`src/rtl/cr16_pkg.sv`:
```
// Shared types and constants for the CR16 sequencing controller.
// Holds the FSM state encoding, the instruction field layout and the decoded control bundle.
package cr16_pkg;

  typedef enum logic [1:0] {
    FETCH   = 2'd0,
    DECODE  = 2'd1,
    EXECUTE = 2'd2,
    HALT    = 2'd3
  } state_t;

  localparam int MAJOR_MSB = 15;
  localparam int MAJOR_LSB = 12;
  localparam int RDEST_MSB = 11;
  localparam int RDEST_LSB = 8;
  localparam int EXT_MSB   = 7;
  localparam int EXT_LSB   = 4;
  localparam int RSRC_MSB  = 3;
  localparam int RSRC_LSB  = 0;

  localparam logic [3:0] MAJOR_RR   = 4'h0;
  localparam logic [3:0] MAJOR_HALT = 4'hF;

  typedef struct packed {
    logic [15:0] reg_enable;
    logic [3:0]  opcode;
    logic [3:0]  sel_a;
    logic [3:0]  sel_b;
    logic [15:0] immediate;
    logic        imm_sel;
    logic        halt;
  } ctrl_t;

  function automatic logic [15:0] sign_extend8(input logic [7:0] value);
    return {{8{value[7]}}, value};
  endfunction

  function automatic logic [15:0] onehot16(input logic [3:0] index);
    return 16'h0001 << index;
  endfunction

endpackage

```
`src/rtl/cr16_decoder.sv`:
```
// Combinational instruction decoder: maps the instruction register onto the
// datapath control bundle, including the one-hot write enable and immediate sign extension.
module cr16_decoder
  import cr16_pkg::*;
#(
  parameter logic [3:0] NOWB_OPCODE = 4'hB
) (
  input  logic [15:0] ir,
  output ctrl_t       ctrl
);

  logic [3:0] major_s;
  logic [3:0] rdest_s;
  logic [3:0] ext_s;
  logic [3:0] rsrc_s;

  assign major_s = ir[MAJOR_MSB:MAJOR_LSB];
  assign rdest_s = ir[RDEST_MSB:RDEST_LSB];
  assign ext_s   = ir[EXT_MSB:EXT_LSB];
  assign rsrc_s  = ir[RSRC_MSB:RSRC_LSB];

  // Field decode by major opcode class, then write-enable suppression for compare.
  always_comb begin
    ctrl = '0;
    case (major_s)
      MAJOR_RR: begin
        ctrl.opcode  = ext_s;
        ctrl.sel_a   = rdest_s;
        ctrl.sel_b   = rsrc_s;
        ctrl.imm_sel = 1'b0;
      end
      MAJOR_HALT: begin
        ctrl.halt = 1'b1;
      end
      default: begin
        ctrl.opcode    = major_s;
        ctrl.sel_a     = rdest_s;
        ctrl.sel_b     = 4'h0;
        ctrl.immediate = sign_extend8(ir[EXT_MSB:RSRC_LSB]);
        ctrl.imm_sel   = 1'b1;
      end
    endcase
    // Compare results are discarded; only the flags see them.
    if (!ctrl.halt && (ctrl.opcode != NOWB_OPCODE)) begin
      ctrl.reg_enable = onehot16(rdest_s);
    end else begin
      ctrl.reg_enable = 16'h0000;
    end
  end

endmodule

```
`src/rtl/cr16_controller.sv`:
```
// CR16 sequencing FSM: fetches instructions over a req/valid handshake, owns the PC and IR,
// and presents registered datapath controls for exactly one EXECUTE cycle per instruction.
module cr16_controller
  import cr16_pkg::*;
#(
  parameter logic [15:0] RESET_PC    = 16'h0000,
  parameter logic [3:0]  NOWB_OPCODE = 4'hB
) (
  input  logic        I_CLK,
  input  logic        I_NRESET,
  input  logic        I_RUN,
  output logic        O_MEM_REQ,
  output logic [15:0] O_MEM_ADDR,
  input  logic        I_MEM_VALID,
  input  logic [15:0] I_MEM_DATA,
  output logic [15:0] O_REG_ENABLE,
  output logic [3:0]  O_OPCODE,
  output logic        O_ALU_ENABLE,
  output logic [3:0]  O_READ_PORT_A_SEL,
  output logic [3:0]  O_READ_PORT_B_SEL,
  output logic [15:0] O_IMMEDIATE,
  output logic        O_IMM_SEL,
  output logic [15:0] O_PC,
  output logic        O_HALTED
);

  state_t      state_r;
  state_t      state_nx_s;
  logic [15:0] pc_r;
  logic [15:0] ir_r;
  ctrl_t       dec_s;
  logic        accept_s;

  logic [15:0] reg_enable_r;
  logic [3:0]  opcode_r;
  logic        alu_enable_r;
  logic [3:0]  sel_a_r;
  logic [3:0]  sel_b_r;
  logic [15:0] immediate_r;
  logic        imm_sel_r;
  logic        halted_r;

  cr16_decoder #(
    .NOWB_OPCODE(NOWB_OPCODE)
  ) u_decoder (
    .ir  (ir_r),
    .ctrl(dec_s)
  );

  assign O_MEM_REQ = (state_r == FETCH) && I_RUN;
  assign accept_s  = O_MEM_REQ && I_MEM_VALID;

  // FSM state register.
  always_ff @(posedge I_CLK) begin
    if (!I_NRESET) begin
      state_r <= FETCH;
    end else begin
      state_r <= state_nx_s;
    end
  end

  // FSM next-state logic.
  always_comb begin
    state_nx_s = state_r;
    case (state_r)
      FETCH: begin
        if (accept_s) begin
          state_nx_s = DECODE;
        end else begin
          state_nx_s = FETCH;
        end
      end
      DECODE: begin
        if (dec_s.halt) begin
          state_nx_s = HALT;
        end else begin
          state_nx_s = EXECUTE;
        end
      end
      EXECUTE: state_nx_s = FETCH;
      HALT:    state_nx_s = HALT;
      default: state_nx_s = FETCH;
    endcase
  end

  // Program counter and instruction register, updated only on an accepted fetch.
  always_ff @(posedge I_CLK) begin
    if (!I_NRESET) begin
      pc_r <= RESET_PC;
      ir_r <= 16'h0000;
    end else if (accept_s) begin
      pc_r <= pc_r + 16'h0001;
      ir_r <= I_MEM_DATA;
    end else begin
      pc_r <= pc_r;
      ir_r <= ir_r;
    end
  end

  // Control outputs load on the DECODE->EXECUTE edge and clear on every other edge.
  always_ff @(posedge I_CLK) begin
    if (!I_NRESET) begin
      reg_enable_r <= 16'h0000;
      opcode_r     <= 4'h0;
      alu_enable_r <= 1'b0;
      sel_a_r      <= 4'h0;
      sel_b_r      <= 4'h0;
      immediate_r  <= 16'h0000;
      imm_sel_r    <= 1'b0;
      halted_r     <= 1'b0;
    end else begin
      if ((state_r == DECODE) && !dec_s.halt) begin
        reg_enable_r <= dec_s.reg_enable;
        opcode_r     <= dec_s.opcode;
        alu_enable_r <= 1'b1;
        sel_a_r      <= dec_s.sel_a;
        sel_b_r      <= dec_s.sel_b;
        immediate_r  <= dec_s.immediate;
        imm_sel_r    <= dec_s.imm_sel;
      end else begin
        reg_enable_r <= 16'h0000;
        opcode_r     <= 4'h0;
        alu_enable_r <= 1'b0;
        sel_a_r      <= 4'h0;
        sel_b_r      <= 4'h0;
        immediate_r  <= 16'h0000;
        imm_sel_r    <= 1'b0;
      end
      if ((state_r == DECODE) && dec_s.halt) begin
        halted_r <= 1'b1;
      end else begin
        halted_r <= halted_r;
      end
    end
  end

  assign O_MEM_ADDR        = pc_r;
  assign O_PC              = pc_r;
  assign O_REG_ENABLE      = reg_enable_r;
  assign O_OPCODE          = opcode_r;
  assign O_ALU_ENABLE      = alu_enable_r;
  assign O_READ_PORT_A_SEL = sel_a_r;
  assign O_READ_PORT_B_SEL = sel_b_r;
  assign O_IMMEDIATE       = immediate_r;
  assign O_IMM_SEL         = imm_sel_r;
  assign O_HALTED          = halted_r;

endmodule

```
`config.mk`:
```
export PLATFORM = sky130hd
export DESIGN_NAME = cr16_controller
export DESIGN_NICKNAME = d
export VERILOG_FILES = /design/src/rtl/cr16_pkg.sv /design/src/rtl/cr16_decoder.sv /design/src/rtl/cr16_controller.sv
export SDC_FILE = /design/constraint.sdc
export NUM_CORES = 1
export LEC_CHECK = 0
export ABC_AREA = 0
export CELL_PAD_IN_SITES_DETAIL_PLACEMENT = 0
export CELL_PAD_IN_SITES_GLOBAL_PLACEMENT = 1
export CORE_AREA = 2 2 117 119
export CTS_BUF_LIST = sky130_fd_sc_hd__clkbuf_8
export DETAILED_ROUTE_END_ITERATION = 7
export DIE_AREA = 0 0 119 121
export GPL_ROUTABILITY_DRIVEN = 0
export PLACE_DENSITY = 0.56
export SETUP_SLACK_MARGIN = 0.1
export SLEW_MARGIN = 20
export SYNTH_ARGS = -nofsm -noshare
export SYNTH_HDL_FRONTEND = slang
export SYNTH_HIERARCHICAL = 1
export SYNTH_SLANG_ARGS = --single-unit
```
`constraint.sdc`:
```
create_clock -name I_CLK -period 2.1 [get_ports I_CLK]
set_input_delay 0.21 -clock I_CLK [delete_from_list [all_inputs] [get_ports I_CLK]]
set_output_delay 0.21 -clock I_CLK [all_outputs]
set_load 0.02 [all_outputs]
```
Word-level counts from Yosys, hierarchy flattened:

Cells that the tools add are included.

* bits in registers: 73
* latch bits: 0
* bits in writable memories: 0
* ROM bits: 0
* input port bits: 20
* output and inout bits: 80
* logic and storage cells: 39
* memories: 0

* add/sub/neg operators: 1
* multipliers: 0
* div/mod/pow operators: 0
* magnitude comparators: 0
* equal/unequal tests: 5
* shifts and indexed selects: 1
* mux-type cells: 7
* bitwise logic cells: 2
* reductions and logical operators: 12

Operators by type and width (number)
* $pmux 12 s2: 1
* $add 16x1->16 const B: 1
* $shl 1x4->16 const A: 1
* $pmux 2 s4: 1
* $logic_and 1x1->1: 5
* $mux 1: 5
* $eq 2x2->1 const B: 2
* $eq 4x4->1 const B: 1
* $logic_not 4->1: 1
* $ne 4x4->1 const B: 1
* $reduce_or 4->1: 1
* $reduce_and 3->1: 1
* $eq 2x1->1 const B: 1
* $logic_not 2->1: 1
* $not 1->1: 2
* $reduce_and 2->1: 1
* $reduce_or 2->1: 1
* $logic_not 1->1: 1

Logic depth before layout (Yosys ltp):

Gate-level depths: netlist of the first run.

* word-level depth: 6
* gate-level depth with buffers: 6

Modules after synthesis:

Netlist of the first run, hierarchy kept.

By module, submodules not included
* cr16_controller: instances 1, cells each 274, area each 2723.9 um^2, sequential area each 1621.6 um^2
* cr16_decoder: instances 1, cells each 81, area each 505.5 um^2, sequential area each 0.0 um^2

Worst setup path after synthesis of the first run:

OpenSTA, ideal clock, no wires.

* path kind: register to register
* start: register ir_r[14]
* end: register O_IMMEDIATE[15] (netlist name)
* arrival time: 1.555 ns
* required time: 1.985 ns
* path slack: 0.430 ns
* stages on the path, launching flop included: 7
* path buffers: 1
* clock period less this slack: 1.670 ns
* cell sequence: dfxtp_1 -> nand4_1 -> inv_1 -> nor2_1 -> and2_1 -> buf_4 -> and2_1

RTL lines
* start: declaration: line cr16_controller.sv:30 `logic [15:0] ir_r;`
* start signal: assignment: line cr16_controller.sv:96 `ir_r <= ir_r;`

Worst setup path in the final report of the first run:

* start: register state_r[1]
* end: output O_MEM_REQ

* longest elaborated chain between the ends: 2

RTL lines
* start: declaration: line cr16_controller.sv:27 `state_t state_r;`
* start signal: assignment: line cr16_controller.sv:58 `state_r <= state_nx_s;`
* $logic_not 2->1: line cr16_controller.sv:50 `assign O_MEM_REQ = (state_r == FETCH) && I_RUN;`
* $logic_and 1x1->1: line cr16_controller.sv:50
* end: declaration: line cr16_controller.sv:12 `output logic O_MEM_REQ,`

Every way passes these cells.

==> metrics.md, run 1 <==
| Metric | Value |
|---|---|
| Syn-to-layout area delta | `37.4%` |
| Gr usage total | `11.0%` |
| Ys Warns | `6` |
| Nets | `457` |
| DR vias | `2590` |
| Post-synth ARST share | `0%` |
| Hold path depth | `3` |
| Post-CTS Setup Bufs | `0` |
| Post-Syn Area | `0.00323 mm²` |
| Max-cap violations | `0` |
| Initial antenna violation count | `0` |
| GRT overflow | `0` |
| Post-CTS Hold Fix Bufs | `0` |
| RSZ-0062 raised after global routing | `false` |
| Met1 global-route usage | `14.5%` |
| Number of remaining DRC errors | `0` |
| CTS Buf Count | `9` |
| Cell variety after synth | `40` |
| Max Slew Vio Count | `0` |
| R2R Path End | `O_REG_ENABLE[12]` |
| FP Rows | `42` |
| Reg2Reg Setup Slack | `0.42 ns` |
| Die footprint | `0.0144 mm²` |
| Register bit total from synthesis | `81` |
| Worst Path Arrival | `1.57 ns` |
| Syn_nets | `376` |
| Status | `complete, no violations` |
| Setup TNS | `0 ns` |
| Layer carrying the most global-route usage | `met2` |
| Slew HR | `73.3%` |
| Initial Utilization | `24.7%` |
| Tmin final | `1.78 ns` |
| Cts repair resizes | `0` |
| Worst-Skew Late Latency | `0.35 ns` |
| # clock sinks | `81` |
| Final worst path period share | `84.9%` |
| Number of global-route vias before repair | `2397` |
| Peak supply drop | `0.193 mV` |
| DR iter-0 viols | `127` |
| Predominant post-synthesis flop cell | `dfxtp_1` |
| Root Driver | `clkbuf_8` |
| Worst r2r src | `ir_r[12]` |
| Final Skew | `0.00716 ns` |
| First-pass GRT wire length | `12400 µm` |
| Combinational Power Share | `7.2%` |
| Largest net degree at the start of global routing | `47` |
| Least-Margin Pin Slew | `0.399 ns` |
| Sequential share of power | `56.6%` |
| Dpl hpwl | `5730 µm` |
| Fin. Hold Viols | `0` |
| Total I/O pin count | `100` |
| ANT nets after route | `0` |
| CP Launch Type | `register` |
| Fraction of layout cells with a size suffix above 1 | `6.39%` |
| CTS clk-pin slew, worst paths | `0.08 ns` |
| Clk pwr share | `36.2%` |
| Cell count of the worst reg-to-reg path | `5` |
| Sw power | `0.000648 W` |
| Hold Path End | `ir_r[7]` |
| DR vias/cell | `4.22` |
| Crit Path Max Fanout | `6` |
| Pint | `0.00216 W` |
| Setup CP Type | `reg2out` |
| Worst Path Required | `1.89 ns` |
| Switching share of power | `23.1%` |
| Die height | `121 µm` |
| ANT cells | `0` |
| Sequential share of the synthesized area | `50.2%` |
| Syn_area_per_cell | `9.10 µm²` |
| Design Power | `0.00281 W` |
| Hold_sp | `I_MEM_DATA[7]` |
| Static Leak | `1.61 nW` |
| Final setup viols | `0` |
| GR Util met2 | `15.8%` |
| Core area | `0.0131 mm²` |
| PortBufs | `99` |
| M3 GR Usage | `4.42%` |
| Power Dens Cells | `633 mW/mm²` |
| Width of the die | `119 µm` |
| H-tree depth | `3` |
| CP Capture Type | `primary output` |
| EDFF count, synth | `0` |
| CTS tree | `built` |
| Maximum clock path buffer count | `2` |
| Mapped Cells | `355` |
| Fmax | `561 MHz` |
| 1st-pass router iterations | `4` |
| Post-Route WL | `7820 µm` |
| Min-delay worst type | `in2reg` |
| WL/cell | `12.7 µm` |
[flip-flops by register name, indices dropped and copies added, names as in the netlist]
signal	cells
O_ALU_ENABLE	1
O_HALTED	1
O_IMMEDIATE	16
O_IMM_SEL	1
O_MEM_ADDR	16
O_OPCODE	4
O_READ_PORT_A_SEL	4
O_READ_PORT_B_SEL	4
O_REG_ENABLE	16
ir_r	16
state_r	2
[logic make-up after synthesis]
family | count (synthesis) | synth area share [%]
xor gates and xnor gates | 10 | 2.71
AOI/OAI and AO/OA | 51 | 9.18
DFF | 81 | 50.2
adders and majority gates | 1 | 0.387
buffers and inverters | 48 | 8.87
and+or+nand+nor | 164 | 28.6
[power by group through the flow]
stage / Combinational, W / Sequential (W) / Clock [W]
after floorplan: 0.000119 / 0.00162 / 0
after global placement: 0.000206 / 0.00162 / 0
after detailed placement: 0.000206 / 0.00163 / 0
after CTS: 0.000207 / 0.00159 / 0.00106
after global routing: 0.000226 / 0.00159 / 0.00112
final: 0.000203 / 0.00159 / 0.00102
[synthesized netlist by cell type (4+ instances only)]
cell type   n  area, µm²
o21ai_0     6       30.0
dfxtp_1    81       1620
a21oi_1    33        165
nor2_1     14       52.6
buf_2       4       20.0
and2_1     63        394
nand4_1    10       62.6
nand2_1    43        161
clkbuf_1    8       30.0
xnor2_1     5       43.8
or3_1       4       25.0
xor2_1      5       43.8
nand3_1    12       60.1
buf_4      25        188
a2111oi_0   4       35.0
inv_1       8       30.0
[area by class of cell]
| class | count | area [µm²] |
|---|---|---|
| Inverter | 9 | 33.8 |
| Sequential cell | 81 | 1620 |
| Multi-Input combinational cell | 226 | 1330 |
| Timing Repair Buffer | 109 | 1070 |
| Fill cell | 1354 | 8650 |
| Tap cell | 176 | 220 |
| Clock buffer | 12 | 165 |
| Clock inverter | 1 | 3.75 |
[per-layer routing]
metal / up-vias / part of all wire [%]
met5: - / 0
met4: 0 / 1.7
met3: 9 / 8.3
met2: 90 / 44
met1: 1169 / 46
li1: 1322 / -
[how the worst max path moves through the flow]
stage                           from              end  slack, ns
final                     state_r[1]        O_MEM_REQ       0.32
after floorplan             ir_r[14]  O_IMMEDIATE[15]       0.43
after global routing      state_r[1]        O_MEM_REQ       0.20
after global placement         I_RUN   O_MEM_ADDR[15]       0.28
after detailed placement       I_RUN   O_MEM_ADDR[14]       0.26
after CTS                 state_r[1]        O_MEM_REQ       0.29
[stage by stage]
| step | setup WS (ns) | utilization [%] | hold WS, ns | instance area (µm²) | instances |
|---|---|---|---|---|---|
| after detailed placement | 0.255 | 32.6 | 0.459 | 4270 | 601 |
| after global routing | 0.202 | 33.9 | 0.406 | 4440 | 614 |
| after CTS | 0.290 | 33.9 | 0.383 | 4440 | 614 |
| final | 0.317 | 33.9 | 0.402 | 4440 | 614 |
| after global placement | 0.277 | 32.6 | 0.461 | 4270 | 601 |
| after floorplan | 0.430 | - | 0.346 | 3230 | 355 |
[worst max-delay path, stage by stage (launching register included)]
cell and delay [ns]:
dfxtp_1 0.38, nor3b_1 0.21, clkdlybuf4s50_1 0.64
[cell usage in the layout (no fill, tap or decap), types with 2 or more instances in the layout]
cell type        count
clkdlybuf4s50_1     99
buf_4               10
inv_1                9
nor2b_1              3
nand2_1             43
xor2_1               5
a21oi_1             33
or3_1                4
xnor2_1              5
and2_1              63
and4_1               2
nand4_1             10
a2111oi_0            4
clkbuf_8            12
nand3_1             12
nor4_1               2
o21ai_0              6
dfxtp_1             81
a22o_1               3
nor2_1              14
No activity file was read; power rests on OpenSTA's default activity.
==> inputs of run 2 (changes only) <==
clock period = 1.65 ns   (was 2.1 ns; I/O delays follow)
==> run 2 against run 1 <==
  * Sequential power increased by 26%
  * Wire length increased by 4.6%
  * Clock skew increased by 0.0018 ns
  * Core utilization increased by 2.9 points
  * Sequential share of layout area decreased by 2.6 points
  * Worst setup slack got worse by 0.28 ns
  * First-iteration DRC count decreased by 18%
  * Count of clock-buffer cells in the layout decreased by 3
  * Via count increased by 2.6%
==> metrics.md, run 2 (synthesis results as in run 1) <==
| Metric | Value |
|---|---|
| Setup CP Type | `reg2reg (was reg2out)` |
| DR vias/cell | `4.16 (was 4.22)` |
| Worst Path Required | `1.90 ns (was 1.89 ns)` |
| Min-delay worst type | `in2reg (unchanged)` |
| Crit Path Max Fanout | `8 (was 6)` |
| Initial Utilization | `24.7% (unchanged)` |
| Fin. Hold Viols | `0 (unchanged)` |
| Worst-path cell chain | `or4b_4 -> a21oi_4 -> buf_12 -> a2111oi_2 -> and2_1 (was nor3b_1 -> clkdlybuf4s50_1)` |
| Gr usage total | `11.7% (was 11.0%)` |
| Most common cell after layout, fill and taps aside | `dfxtp_1 (was clkdlybuf4s50_1)` |
| Largest net degree at the start of global routing | `47 (unchanged)` |
| Syn-to-layout area delta | `49.2% (was 37.4%)` |
| GRT overflow | `0 (unchanged)` |
| Number of global-route vias before repair | `2614 (was 2397)` |
| Maximum clock path buffer count | `2 (unchanged)` |
| FP Rows | `42 (unchanged)` |
| Dpl hpwl | `5840 µm (was 5730 µm)` |
| Placed cell count | `617 (was 601)` |
| Die height | `121 µm (unchanged)` |
| Layout fillers | `1345 (was 1354)` |
| Die footprint | `0.0144 mm² (unchanged)` |
| Peak supply drop | `0.293 mV (was 0.193 mV)` |
| Max-cap violations | `0 (unchanged)` |
| # clock sinks | `81 (unchanged)` |
| CTS tree | `built (unchanged)` |
| Initial antenna violation count | `1 (was 0)` |
| Post-CTS Hold Fix Bufs | `0 (unchanged)` |
| Tmin final | `1.61 ns` |
| Power Dens Cells | `847 mW/mm² (was 633 mW/mm²)` |
| Fraction of layout cells with a size suffix above 1 | `18.1% (was 6.39%)` |
| Placed Area | `0.00442 mm² (was 0.00427 mm²)` |
| Worst Path Arrival | `1.86 ns (was 1.57 ns)` |
| CP Capture Type | `register (was primary output)` |
| Max Slew Vio Count | `0 (unchanged)` |
| CTS clk-pin slew, worst paths | `0.09 ns (was 0.08 ns)` |
| Post-Route WL | `8180 µm (was 7820 µm)` |
| CP max stage cell | `or4b_4 (was clkdlybuf4s50_1)` |
| Core area | `0.0131 mm² (unchanged)` |
| WL/cell | `12.8 µm (was 12.7 µm)` |
| First-pass GRT wire length | `13100 µm (was 12400 µm)` |
| Least-Margin Pin Slew | `0.354 ns (was 0.399 ns)` |
| Most frequent cells in the layout | `73 x dfxtp_1, 65 x clkdlybuf4s50_1, 62 x and2_1 (was 99 x clkdlybuf4s50_1, 81 x dfxtp_1, 63 x and2_1)` |
| Root Driver | `clkbuf_8 (unchanged)` |
| Final instance area | `0.00482 mm² (was 0.00444 mm²)` |
| Width of the die | `119 µm (unchanged)` |
| Number of remaining DRC errors | `0 (unchanged)` |
| Static Leak | `1.98 nW (was 1.61 nW)` |
| 1st-pass router iterations | `4 (unchanged)` |
| Nets | `479 (was 457)` |
| PortBufs | `99 (unchanged)` |
| Status | `complete, no violations (unchanged)` |
| ANT nets after route | `0 (unchanged)` |
| Fmax | `621 MHz` |
| Final Skew | `0.00891 ns (was 0.00716 ns)` |
| DR vias | `2657 (was 2590)` |
| ANT cells | `0 (unchanged)` |
| CP Launch Type | `register (unchanged)` |
| H-tree depth | `3 (unchanged)` |
| Total I/O pin count | `100 (unchanged)` |
| Slew HR | `76.4% (was 73.3%)` |
| Largest stage delay on the critical path | `0.54 ns (was 0.64 ns)` |
| Final setup viols | `0 (unchanged)` |
| RSZ-0062 raised after global routing | `true (was false)` |
| Final worst path period share | `97.7%` |
| DR iter-0 viols | `104 (was 127)` |
| CTS Buf Count | `9 (unchanged)` |
| Fin cells | `639 (was 614)` |
| Worst-Skew Late Latency | `0.36 ns (was 0.35 ns)` |
-- run 2: cell count changes in the layout (fill, tap and decap cells not counted), moves of 4 or more --
| cell | change |
|---|---|
| a2111oi_0 | -4 |
| a2111oi_2 | +4 |
| a21oi_1 | -8 |
| a21oi_2 | +5 |
| buf_4 | +18 |
| clkdlybuf4s50_1 | -34 |
| dfxtp_1 | -8 |
| dfxtp_2 | +6 |
| dlygate4sd2_1 | +31 |
-- run 2: metrics by stage --
step | TNS (ns) | total power (W) | hold WS [ns] | utilization (%) | worst slack, ns
after floorplan | 0 | 0.00221 | 0.293 | - | 0.0890
after global placement | -0.0231 | 0.00235 | 0.461 | 33.8 | -0.0151
after detailed placement | -0.0269 | 0.00235 | 0.459 | 33.8 | -0.0267
after CTS | 0 | 0.00414 | 0.327 | 36.3 | 0.00804
after global routing | -0.0269 | 0.00424 | 0.345 | 36.8 | -0.0136
final | 0 | 0.00408 | 0.347 | 36.8 | 0.0386
-- run 2: critical path, delay by kind of cell (launching register included) --
kind            cells  cell delay [ns]
simple gates        2             0.70
compound gates      2             0.28
buf+inv             1             0.16
flops               1             0.35
-- run 2: routing by layer --
layer / vias up / part of all wire (%) / track usage [%]
li1: 1365 / - / -
met1: 1202 / 45 / 13.8
met2: 78 / 46 / 19.1
met3: 12 / 6.5 / 3.62
met4: 0 / 2.2 / 6.25
met5: - / 0 / 0
-- run 2: where the power goes --
part	switching [W]	internal, W	leakage (nW)
registers	0.0000340	0.00198	0.659
logic	0.000165	0.000161	1.20
clock network	0.000739	0.00100	0.115
total	0.000938	0.00315	1.98
-- run 2: layout make-up --
cell class,instances,area [µm²],share of cell area (%)
tap,176,220,4.57
timing repair buffer,131,1250,25.9
clock inverter,7,119,2.47
multi-input combinational,226,1440,29.9
inverter,9,33.8,0.701
sequential,81,1640,34.0
clock buffer,9,124,2.57
-- run 2: what timing repair did --
| item | in CTS | in global routing |
|---|---|---|
| setup buffers | 2 | 2 |
| pin swaps | 6 | 4 |
| setup endpoints to repair | 56 | 24 |
| resized for setup | 55 | 18 |
| cloned | 2 | 0 |
-- run 2: worst paths after layout --
| kind | start | endpoint | slack, ns | cells past startpoint |
|---|---|---|---|---|
| worst min register to register | O_HALTED | O_HALTED | 0.47 | 2 |
| worst max-delay path | ir_r[13] | O_REG_ENABLE[10] | 0.04 | 5 |
| worst max register to register | ir_r[13] | O_REG_ENABLE[10] | 0.04 | 5 |
| worst min-delay path | I_MEM_DATA[3] | ir_r[3] | 0.35 | 3 |
==> inputs of run 3 (changes only) <==
clock period = 1.68 ns   (was 1.65 ns; I/O delays follow)
==> run 3 against run 2 <==
  * Fmax shrank 2.2%
  * Combinational power decreased by 8.3%
  * Register-to-register slack barely moved
  * Clock skew decreased by 0.00073 ns
  * Sequential share of layout area increased by 0.83 points
  * Worst hold slack lost 0.016 ns
  * Design area shrank 2.4%
  * Largest cell class unchanged
==> metrics.md, run 3 (synthesis results as in run 1) <==
| Metric | Value |
|---|---|
| Status | `complete, no violations (unchanged)` |
| Worst Setup SP | `ir_r[13] (unchanged)` |
| Tmin final | `1.65 ns (was 1.61 ns)` |
| Die height | `121 µm (unchanged)` |
| Worst r2r src | `ir_r[13] (unchanged)` |
| Worst Path Required | `1.94 ns (was 1.90 ns)` |
| Maximum clock path buffer count | `2 (unchanged)` |
| RSZ-0062 raised after global routing | `true (unchanged)` |
| Final instance area | `0.00470 mm² (was 0.00482 mm²)` |
| Min-delay worst type | `in2reg (unchanged)` |
| PortBufs | `99 (unchanged)` |
| Final setup viols | `0 (unchanged)` |
| CP top delay family | `simple AND/OR/NAND/NOR gates (unchanged)` |
| Crit path depth | `5 (unchanged)` |
| CTS tree | `built (unchanged)` |
| Most frequent cells in the layout | `73 x dfxtp_1, 66 x clkdlybuf4s50_1, 62 x and2_1 (was 73 x dfxtp_1, 65 x clkdlybuf4s50_1, 62 x and2_1)` |
| Setup CP Type | `reg2reg (unchanged)` |
| ANT cells | `0 (unchanged)` |
| Fin. Hold Viols | `0 (unchanged)` |
| H-tree depth | `3 (unchanged)` |
| Largest net degree at the start of global routing | `47 (unchanged)` |
| Peak supply drop | `0.357 mV (was 0.293 mV)` |
| WL/cell | `12.7 µm (was 12.8 µm)` |
| GRT overflow | `0 (unchanged)` |
| Crit Path Max Fanout | `8 (unchanged)` |
| Initial Utilization | `24.7% (unchanged)` |
| DR vias/cell | `4.17 (was 4.16)` |
| Fin util | `36.0% (was 36.8%)` |
| Largest stage delay on the critical path | `0.55 ns (was 0.54 ns)` |
| Reg2Reg Setup Slack | `0.03 ns (was 0.04 ns)` |
| Fmax | `607 MHz (was 621 MHz)` |
| R2R Path End | `O_REG_ENABLE[14] (was O_REG_ENABLE[10])` |
| CP Capture Type | `register (unchanged)` |
| Fraction of layout cells with a size suffix above 1 | `15.6% (was 18.1%)` |
| Most common cell after layout, fill and taps aside | `dfxtp_1 (unchanged)` |
| Post-CTS Hold Fix Bufs | `0 (unchanged)` |
| Total I/O pin count | `100 (unchanged)` |
| Worst-Skew Late Latency | `0.37 ns (was 0.36 ns)` |
| Number of global-route vias before repair | `2373 (was 2614)` |
| Slew HR | `75.9% (was 76.4%)` |
| CTS Buf Count | `9 (unchanged)` |
| Worst Hold Slack | `0.330 ns (was 0.347 ns)` |
| Critical Path End | `O_REG_ENABLE[14] (was O_REG_ENABLE[10])` |
| Final Skew | `0.00819 ns (was 0.00891 ns)` |
| DR vias | `2629 (was 2657)` |
| DR iter-0 viols | `166 (was 104)` |
| Width of the die | `119 µm (unchanged)` |
| Max Slew Vio Count | `0 (unchanged)` |
| CP Buf/Inv Count | `1 (unchanged)` |
| Register area | `0.00164 mm² (unchanged)` |
| Area of the multi-input gates | `0.00139 mm² (was 0.00144 mm²)` |
| Least-Margin Pin Slew | `0.362 ns (was 0.354 ns)` |
| Setup TNS | `0 ns (unchanged)` |
| Core area | `0.0131 mm² (unchanged)` |
| Nets | `470 (was 479)` |
| Static Leak | `1.92 nW (was 1.98 nW)` |
| Max-cap violations | `0 (unchanged)` |
| Worst-path cell chain | `or4b_4 -> a21oi_4 -> buf_12 -> a2111oi_2 -> and2_1 (unchanged)` |
| First-pass GRT wire length | `12500 µm (was 13100 µm)` |
| Root Driver | `clkbuf_8 (unchanged)` |
| Number of remaining DRC errors | `0 (unchanged)` |
| 1st-pass router iterations | `4 (unchanged)` |
| Cell count of the worst reg-to-reg path | `5 (unchanged)` |
| Initial antenna violation count | `0 (was 1)` |
| Dpl hpwl | `5710 µm (was 5840 µm)` |
| Final worst path period share | `98.0% (was 97.7%)` |
| # clock sinks | `81 (unchanged)` |
| Die footprint | `0.0144 mm² (unchanged)` |
| CP Launch Type | `register (unchanged)` |
| Syn-to-layout area delta | `45.7% (was 49.2%)` |
| Worst Path Arrival | `1.91 ns (was 1.86 ns)` |
| CTS clk-pin slew, worst paths | `0.08 ns (was 0.09 ns)` |
| FP Rows | `42 (unchanged)` |
| ANT nets after route | `0 (unchanged)` |
| Gr usage total | `11.3% (was 11.7%)` |
| Hold path depth | `3 (unchanged)` |
| Placed Area | `0.00439 mm² (was 0.00442 mm²)` |
| Power Dens Cells | `832 mW/mm² (was 847 mW/mm²)` |
| Layout fillers | `1344 (was 1345)` |
| Post-Route WL | `8000 µm (was 8180 µm)` |
| CP max stage cell | `or4b_4 (unchanged)` |
run 3: worst reg2reg max path, delay by kind of cell (launching register included):
family,cells,cell delay [ns]
buf+inv,1,0.16
compound gates,2,0.30
simple gates,2,0.72
flops,1,0.37
run 3: report_power, final:
part | total, W | switching [W] | internal, W | leakage, nW
Combinational | 0.000299 | 0.000149 | 0.000150 | 1.15
Sequential | 0.00198 | 0.0000379 | 0.00195 | 0.659
Clock | 0.00163 | 0.000722 | 0.000913 | 0.115
Total | 0.00392 | 0.000909 | 0.00301 | 1.92
run 3: per-layer routing:
metal	part of all wire (%)	track usage, %	vias to the layer above	wire length, µm
met1	46	14.2	1181	3680
met3	7.7	3.85	12	615
met5	0	0	-	0
met4	2.4	6.47	0	190
met2	44	16.7	87	3510
li1	-	-	1349	-
run 3: metrics by stage:
step | worst slack (ns) | total power (W) | std cells
finish | 0.0328 | 0.00392 | 630
global route | -0.0315 | 0.00409 | 630
CTS | 0.0234 | 0.00395 | 627
detailed placement | -0.0156 | 0.00231 | 611
global placement | -0.00511 | 0.00230 | 611
floorplan | 0.119 | 0.00217 | 355
run 3: timing repair:
action,4_1_cts,5_1_grt
endpoints found under the setup margin,47,35
gates cloned,0,1
resized for setup,31,29
buffers inserted,0,2
pin swaps,1,6
hold endpoints to repair,0,0
run 3: area by class of cell:
type                       count  share of cell area, %
timing repair buffer         122                   25.3
tap                          176                   4.68
inverter                       9                  0.718
clock inverter                 5                   1.65
sequential                    81                   34.8
clock buffer                  11                   3.22
multi-input combinational    226                   29.6
run 3: how the worst min path moves through the flow:
stage	endpoint	slack (ns)	start
floorplan	ir_r[15]	0.30	I_MEM_DATA[15]
global placement	ir_r[0]	0.46	ir_r[0]
detailed placement	ir_r[2]	0.46	ir_r[2]
CTS	ir_r[12]	0.31	I_MEM_DATA[12]
global route	ir_r[4]	0.34	I_MEM_DATA[4]
finish	ir_r[12]	0.33	I_MEM_DATA[12]
